**config.mk**
```make
export PLATFORM = sky130hd
export DESIGN_NAME = mem_access_unit
export DESIGN_NICKNAME = d
export VERILOG_FILES = /design/src/rtl/mem_access_unit.sv
export SDC_FILE = /design/constraint.sdc
export NUM_CORES = 1
export LEC_CHECK = 0
export BUFFER_PORTS_ARGS = -buffer_cell sky130_fd_sc_hd__buf_4
export CORE_MARGIN = 4
export CORE_UTILIZATION = 25
export DETAILED_ROUTE_END_ITERATION = 6
export GPL_ROUTABILITY_DRIVEN = 0
export PLACE_DENSITY_LB_ADDON = 0.3
export SYNTH_ARGS = -nofsm -noshare
export SYNTH_HDL_FRONTEND = slang
export SYNTH_SLANG_ARGS = --single-unit
```
**constraint.sdc**
```tcl
create_clock -name clock -period 3.7 [get_ports clock]
set_input_delay 0.185 -clock clock [delete_from_list [all_inputs] [get_ports clock]]
set_output_delay 0.185 -clock clock [all_outputs]
set_load 0.05 [all_outputs]
```
**src/rtl/mem_access_unit.sv**
```systemverilog
// mem_access_unit
//   MEM-stage load/store unit of the pipelined MIPS core. It takes one load
//   or store per cycle and acts as the initiator towards a byte-addressed,
//   little-endian data memory. That memory reads combinationally and writes
//   one 32-bit word on the clock edge.
//
//   Loads read the aligned word. The addressed lane is extracted, extended
//   and registered, so the result is ready one cycle after the request.
//   Word stores write in a single cycle. Byte and half stores use a
//   read-modify-write: the word is read with stall high, and the merged word
//   is written in the following cycle.
//
//   Handshake: a request is offered while req_valid=1. It is consumed on the
//   rising edge at the end of the cycle unless stall=1. When stall=1 the
//   pipeline holds every req_* input stable for one more cycle. In that
//   cycle (WRITE) the unit ignores the inputs, so the held store is not
//   accepted a second time.
//
// Ports
//   clock, reset          rising-edge clock, synchronous active-high reset
//   req_*                 request from the MEM stage
//   stall                 combinational pipeline hold (first RMW cycle)
//   load_data/load_valid  registered load result and its one-cycle pulse
//   err                   one-cycle pulse: misaligned access or illegal size
//   mem_*                 data memory interface (mem_ReadData is the input)
//   state_dbg             current FSM state (0 = IDLE, 1 = WRITE)

module mem_access_unit #(
  parameter int bAddress = 8,
  parameter int bData    = 32
) (
  input  logic                clock,
  input  logic                reset,
  input  logic                req_valid,
  input  logic                req_write,
  input  logic [1:0]          req_size,
  input  logic                req_signed,
  input  logic [bAddress-1:0] req_addr,
  input  logic [bData-1:0]    req_wdata,
  output logic                stall,
  output logic [bData-1:0]    load_data,
  output logic                load_valid,
  output logic                err,
  output logic [bAddress-1:0] mem_Address,
  output logic [bData-1:0]    mem_WriteData,
  output logic                mem_enReadMem,
  output logic                mem_enWriteMem,
  input  logic [bData-1:0]    mem_ReadData,
  output logic                state_dbg
);

  localparam logic [1:0] SZ_BYTE = 2'b00;
  localparam logic [1:0] SZ_HALF = 2'b01;
  localparam logic [1:0] SZ_WORD = 2'b10;

  typedef enum logic {IDLE = 1'b0, WRITE = 1'b1} state_t;

  state_t              state;
  logic [bAddress-1:0] waddr_q;
  logic [bData-1:0]    merged_q;

  logic [bAddress-1:0] waddr;
  logic [1:0]          lane;
  logic                access_ok;
  logic [bData-1:0]    shifted;
  logic [bData-1:0]    load_ext;
  logic [bData-1:0]    merged_next;

  assign lane      = req_addr[1:0];
  assign waddr     = {req_addr[bAddress-1:2], 2'b00};
  assign state_dbg = (state == WRITE);

  // Alignment check. The illegal size 11 is also treated as "not ok".
  always_comb begin
    access_ok = 1'b0;
    case (req_size)
      SZ_BYTE: access_ok = 1'b1;
      SZ_HALF: access_ok = (lane[0] == 1'b0);
      SZ_WORD: access_ok = (lane == 2'b00);
      default: access_ok = 1'b0;
    endcase
  end

  // Shift the addressed lane down to bit 0. The access is aligned, so a
  // half never straddles the word.
  assign shifted = mem_ReadData >> {lane, 3'b000};

  always_comb begin
    load_ext = shifted;
    case (req_size)
      SZ_BYTE: load_ext = {{(bData-8){req_signed & shifted[7]}}, shifted[7:0]};
      SZ_HALF: load_ext = {{(bData-16){req_signed & shifted[15]}}, shifted[15:0]};
      default: load_ext = mem_ReadData;
    endcase
  end

  // Replace the addressed byte lanes of the word just read with the store
  // data. The low half of the store data goes to the even byte.
  always_comb begin
    merged_next = mem_ReadData;
    for (int i = 0; i < 4; i++) begin
      if (req_size == SZ_BYTE && lane == 2'(i))
        merged_next[8*i +: 8] = req_wdata[7:0];
      else if (req_size == SZ_HALF && lane[1] == i[1])
        merged_next[8*i +: 8] = i[0] ? req_wdata[15:8] : req_wdata[7:0];
    end
  end

  // Memory drive and stall. Everything is forced to 0 while reset is high,
  // which also suppresses a pending RMW write. Address and write data read
  // 0 whenever no access is enabled.
  always_comb begin
    stall          = 1'b0;
    mem_enReadMem  = 1'b0;
    mem_enWriteMem = 1'b0;
    mem_Address    = '0;
    mem_WriteData  = '0;
    if (!reset) begin
      if (state == WRITE) begin
        mem_enWriteMem = 1'b1;
        mem_Address    = waddr_q;
        mem_WriteData  = merged_q;
      end else if (req_valid && access_ok) begin
        mem_Address = waddr;
        if (!req_write) begin
          mem_enReadMem = 1'b1;
        end else if (req_size == SZ_WORD) begin
          mem_enWriteMem = 1'b1;
          mem_WriteData  = req_wdata;
        end else begin
          mem_enReadMem = 1'b1;
          stall         = 1'b1;
        end
      end
    end
  end

  always_ff @(posedge clock) begin
    if (reset) begin
      state      <= IDLE;
      load_data  <= '0;
      load_valid <= 1'b0;
      err        <= 1'b0;
      merged_q   <= '0;
      waddr_q    <= '0;
    end else begin
      load_valid <= 1'b0;
      err        <= 1'b0;
      case (state)
        IDLE: begin
          if (req_valid) begin
            if (!access_ok) begin
              err <= 1'b1;
            end else if (!req_write) begin
              load_data  <= load_ext;
              load_valid <= 1'b1;
            end else if (req_size != SZ_WORD) begin
              merged_q <= merged_next;
              waddr_q  <= waddr;
              state    <= WRITE;
            end
          end
        end
        WRITE: state <= IDLE;
        default: state <= IDLE;
      endcase
    end
  end

endmodule

```
* Word-level counts from Yosys, hierarchy flattened
Cells that the tools add are included.
** Storage, ports and cells
- Logic and storage cells :: 73
- Register bits :: 73
- Input port bits :: 79
- Output and inout port bits :: 78
** Operators by class
- Bitwise operators :: 8
- Eq/ne operators :: 6
- Shifts and indexed selects :: 1
- Multiplexer cells :: 39
- Reduce and logical (&&, ||, !) cells :: 13
** Operator list (number)
- $mux 32 :: 5
- $mux 8 :: 11
- $pmux 32 s2 :: 1
- $shr 32x5->16 :: 1
- $mux 1 :: 20
- $logic_and 1x1->1 :: 7
- $eq 2x2->1 const B :: 3
- $not 1->1 :: 6
- $reduce_and 5->1 :: 1
- $eq 2x1->1 const B :: 2
- $logic_not 2->1 :: 2
- $reduce_and 4->1 :: 1
- $reduce_or 4->1 :: 1
- $pmux 1 s3 :: 1
- $reduce_or 3->1 :: 1
- $and 1x1->1 :: 2
- $ne 2x2->1 const B :: 1
- $pmux 1 s2 :: 1

* Depth between registers and ports, before layout
- Word-level depth :: 6
- Mapped depth :: 7
- Depth with buffers taken out :: 4

* Worst setup path before layout
No wires, ideal clock.
- Path kind :: register to register
- From :: register state, in the netlist state_dbg
- To :: register merged_q[12]
- Path buffers :: 2
- Arrival :: 2371 ps
- Clock period less this slack :: 2431 ps
- Library setup time :: 60 ps
- Slack :: 1269 ps
- Cell stages (with the launch flop) :: 7
- Required time :: 3640 ps
- Path through :: dfxtp_1 > buf_2 > nand2b_1 > a2111o_1 > buf_2 > nor2_1 > a21o_1
** Between the ends
- Word-level cells in the longest chain between the ends :: 2
** Ends and longest elaborated chain
- from (decl) :: line 58 : state_t state;
- from (signal assigned) :: line 140 : state <= IDLE;
- from (signal assigned) :: line 160 : state <= WRITE;
- from (signal assigned) :: line 164 : WRITE: state <= IDLE;
- $not 1->1 (no line)
- $reduce_and 5->1 (no line)
- to (signal assigned) :: line 158 : merged_q <= merged_next;
- to (decl) :: line 60 : logic [bData-1:0] merged_q;
Every way passes these cells.
A chain may end at the register's enable or synchronous reset.

* Worst setup path after layout
- From :: register state, in the netlist state_dbg
- To :: output port mem_WriteData[9]
** Between the ends
- Word-level cells in the longest chain between the ends :: 2
** Ends and longest elaborated chain
- $mux 32 :: line 119 : if (state == WRITE) begin
- $mux 32 :: line 118 : if (!reset) begin
- to (decl) :: line 45 : output logic [bData-1:0] mem_WriteData,
Every way passes these cells.

==> key figures <==
Synthesis
  • Adder-cell share of the synthesized area: 0%
  • Largest family of logic cells by synthesized area: compound AO/OA/AOI/OAI gates
  • Post-synth EDFFs: 0
  • Synth Warn #: 0
  • Number of synthesized register bits: 73
  • Simple-gate share of the synthesized area: 12.6%
  • Post-synth ARST share: 0%
  • Most used DFF post-synth: dfxtp_1
  • Compound-gate portion of the synthesized area: 33.7%
  • Mapped cell area: 0.00412 mm^2
  • Sequential share of the synthesized area: 35.5%
  • Post-Synth XOR/XNOR Area: 0%
  • Library cells used by synthesis: 38
  • Mapped Cells: 487
  • Mux cell area share after synthesis: 11.4%
  • Avg Cell Area, Syn: 8.45 um^2

Die
  • Die area: 0.0186 mm^2
  • Die Span X: 136 um
  • Core Area: 0.0160 mm^2
  • Die Ht: 136 um
  • Initial Util: 25.7%
  • Rows: 46
  • I/O pin count: 157

Final layout
  • Area grow syn2layout: 38.6%
  • N_diodes: 0
  • Layout cells sized above 1: 31.8%
  • Final Cell Area: 0.00570 mm^2
  • Post-layout util: 35.6%
  • Layout Cells excl Fill: 827
  • Fin nets: 685

Power and ir drop
  • Cell leakage power: 2.36 nW
  • VDD IR max: 0.215 mV
  • Tot Pwr: 2.33 mW
  • Power Density: 408 mW/mm^2

STA
  • Relative slew slack: 25.1%
  • Slew Limit Fails: 0
  • Setup_tns: 0 ns
  • RSZ-0062 raised after global routing: no
  • Highest clock rate: 314 MHz
  • # setup viols final: 0
  • Layout Skew: 0.00614 ns
  • Fin Hold WS: 0.0452 ns
  • Slew @ Worst Pin: 1.12 ns
  • Final min period: 3.18 ns
  • Final Hold Fails: 0
  • Final WS setup: 0.518 ns
  • Final worst-path cycle share: 86.0%

Global routing
  • Vias in the first global route: 4178
  • Initial antenna violation count: 0
  • Pin count of the biggest net entering global routing: 58
  • Total GRT Usage: 16.8%
  • GR Overflow Total: 0
  • First-pass GRT wire length: 23700 um

Route
  • Via count: 4312
  • Residual DRC: 0
  • Wirelength per Cell: 19.6 um
  • First DRT Iteration DRCs: 317
  • Drt pass-1 iters: 6
  • Detailed Route WL: 16200 um
  • Via density: 5.21
  • Post-route ant nets: 0

Place
  • DP Worst Slack: 0.801 ns
  • Inst Count DP: 811
  • IO buf count: 154
  • Post-DP HPWL: 12100 um
  • Placed Area: 0.00536 mm^2

Hold path
  • Hold path cells: 2
  • Hold WC Path Type: primary input to flip-flop
  • Hold Startpoint: req_write
  • Hold path endpoint: load_valid

Clock tree
  • Clk sinks: 73
  • CTS root buffer: clkbuf_16
  • CTS Buffer Depth: 2
  • Skew-Pair Late Insertion Delay: 0.35 ns
  • # resized after CTS: 0
  • CTS tree: yes
  • Num CTS Buffers: 9
  • Hold Buf Count CTS: 0
  • Post-CTS setup buffer count: 0
  • H-tree Lvls: 3
  • Clock slew at reported path FFs: 0.06 ns

Worst setup path
  • Crit Path Class: flip-flop to primary output
  • Critical-path cell list: nand2b_1 > a21oi_2 > and3_1 > a22o_1 > buf_4
  • Worst R2R End: waddr_q[3]
  • Slowest stage delay, CP: 0.97 ns
  • CP max stage cell: and3_1
  • Reg2Reg Setup Slack: 1.39 ns
  • Crit end category: primary output
  • Worst r2r src: state_dbg
  • Crit path DAT: 3.00 ns
  • Worst endpoint required time: 3.51 ns
  • Worst setup SP type: flip-flop
  • CP top delay family: simple AND/OR/NAND/NOR gates
  • Crit path buffers/inverters: 1
  • Critical Path Source: state_dbg
  • Crit path max fanout: 31
  • R2r worst-path depth: 5

Run status
  • Status: finished, final reports clean

Run
  • Number of max-cap violations: 0
==> worst max path at each step <==
stage,endpoint,slack [ns],cells past startpoint
5_1_grt,mem_WriteData[9],0.23,5
6_report,mem_WriteData[9],0.52,5
3_5_place_dp,mem_WriteData[9],0.80,5
4_1_cts,mem_WriteData[9],0.42,5
2_1_floorplan,merged_q[12],1.27,6
3_3_place_gp,mem_WriteData[9],0.93,6
==> sequential cells by signal, indices dropped and copies added (netlist names) <==
| register | flops |
|---|---|
| load_data | 32 |
| merged_q | 32 |
| state_dbg | 1 |
| err | 1 |
| waddr_q | 6 |
| load_valid | 1 |
==> cell usage in the layout (no fill, tap or decap), types with 3 or more instances in the layout <==
master | netlist | routed
a211o_1 | 14 | 14
a211oi_1 | 17 | 17
a21o_1 | 4 | 4
a21oi_1 | 38 | 38
a22o_1 | 38 | 38
a22oi_1 | 21 | 21
a2bb2oi_1 | 7 | 7
a31oi_1 | 17 | 17
and3_1 | 3 | 3
buf_4 | 9 | 161
bufinv_16 | 0 | 3
clkbuf_16 | 0 | 9
dfxtp_1 | 73 | 73
inv_1 | 3 | 3
mux2_2 | 7 | 7
mux2i_1 | 39 | 39
nand2_1 | 46 | 46
nand2b_1 | 4 | 4
nor2_1 | 44 | 44
nor2b_1 | 5 | 4
nor3_1 | 4 | 4
nor3b_1 | 3 | 3
o21ai_0 | 31 | 31
==> power by group <==
| part | total [mW] | switching, mW | internal, mW |
|---|---|---|---|
| clock network | 1.02 | 0.361 | 0.658 |
| registers | 0.843 | 0.0206 | 0.822 |
| logic | 0.463 | 0.291 | 0.172 |
==> cells in the mapped netlist (7+ instances only) <==
| cell type | number | area share, % |
|---|---|---|
| mux2i_1 | 39 | 9.5 |
| a31oi_1 | 17 | 2.6 |
| o21ai_0 | 31 | 3.8 |
| nor2_1 | 44 | 4.0 |
| a22o_1 | 38 | 8.1 |
| a211o_1 | 14 | 3.0 |
| mux2_2 | 7 | 1.9 |
| a21oi_1 | 38 | 4.6 |
| clkbuf_1 | 21 | 1.9 |
| dfxtp_1 | 73 | 36 |
| buf_2 | 20 | 2.4 |
| a2bb2oi_1 | 7 | 1.5 |
| buf_4 | 9 | 1.6 |
| a211oi_1 | 17 | 3.1 |
| a22oi_1 | 21 | 3.8 |
| nand2_1 | 46 | 4.2 |
==> metal layers <==
| layer | vias up | global-route usage, % | routed length, um |
|---|---|---|---|
| li1 | 2044 | - | - |
| met1 | 2046 | 22.1 | 7040 |
| met2 | 192 | 26.6 | 7500 |
| met3 | 30 | 4.48 | 1310 |
| met4 | 0 | 5.94 | 316 |
| met5 | - | 0 | 0 |
==> cell families (layout without fill, tap and decap cells) <==
| kind of cell | count (synthesis) | count (layout) |
|---|---|---|
| flops | 73 | 73 |
| compound gates | 195 | 195 |
| simple gates | 115 | 115 |
| mux | 46 | 46 |
| buf+inv | 57 | 180 |
| other cells | 1 | 2 |
==> area by class of cell <==
type | count | area (um^2)
Fill cell | 1713 | 10300
Multi-Input combinational cell | 358 | 2410
Sequential cell | 73 | 1460
Timing Repair Buffer | 161 | 1210
Tap cell | 216 | 270
Clock buffer | 9 | 225
Clock inverter | 7 | 119
Inverter | 3 | 11.3
No activity file was read; power rests on OpenSTA's default activity.
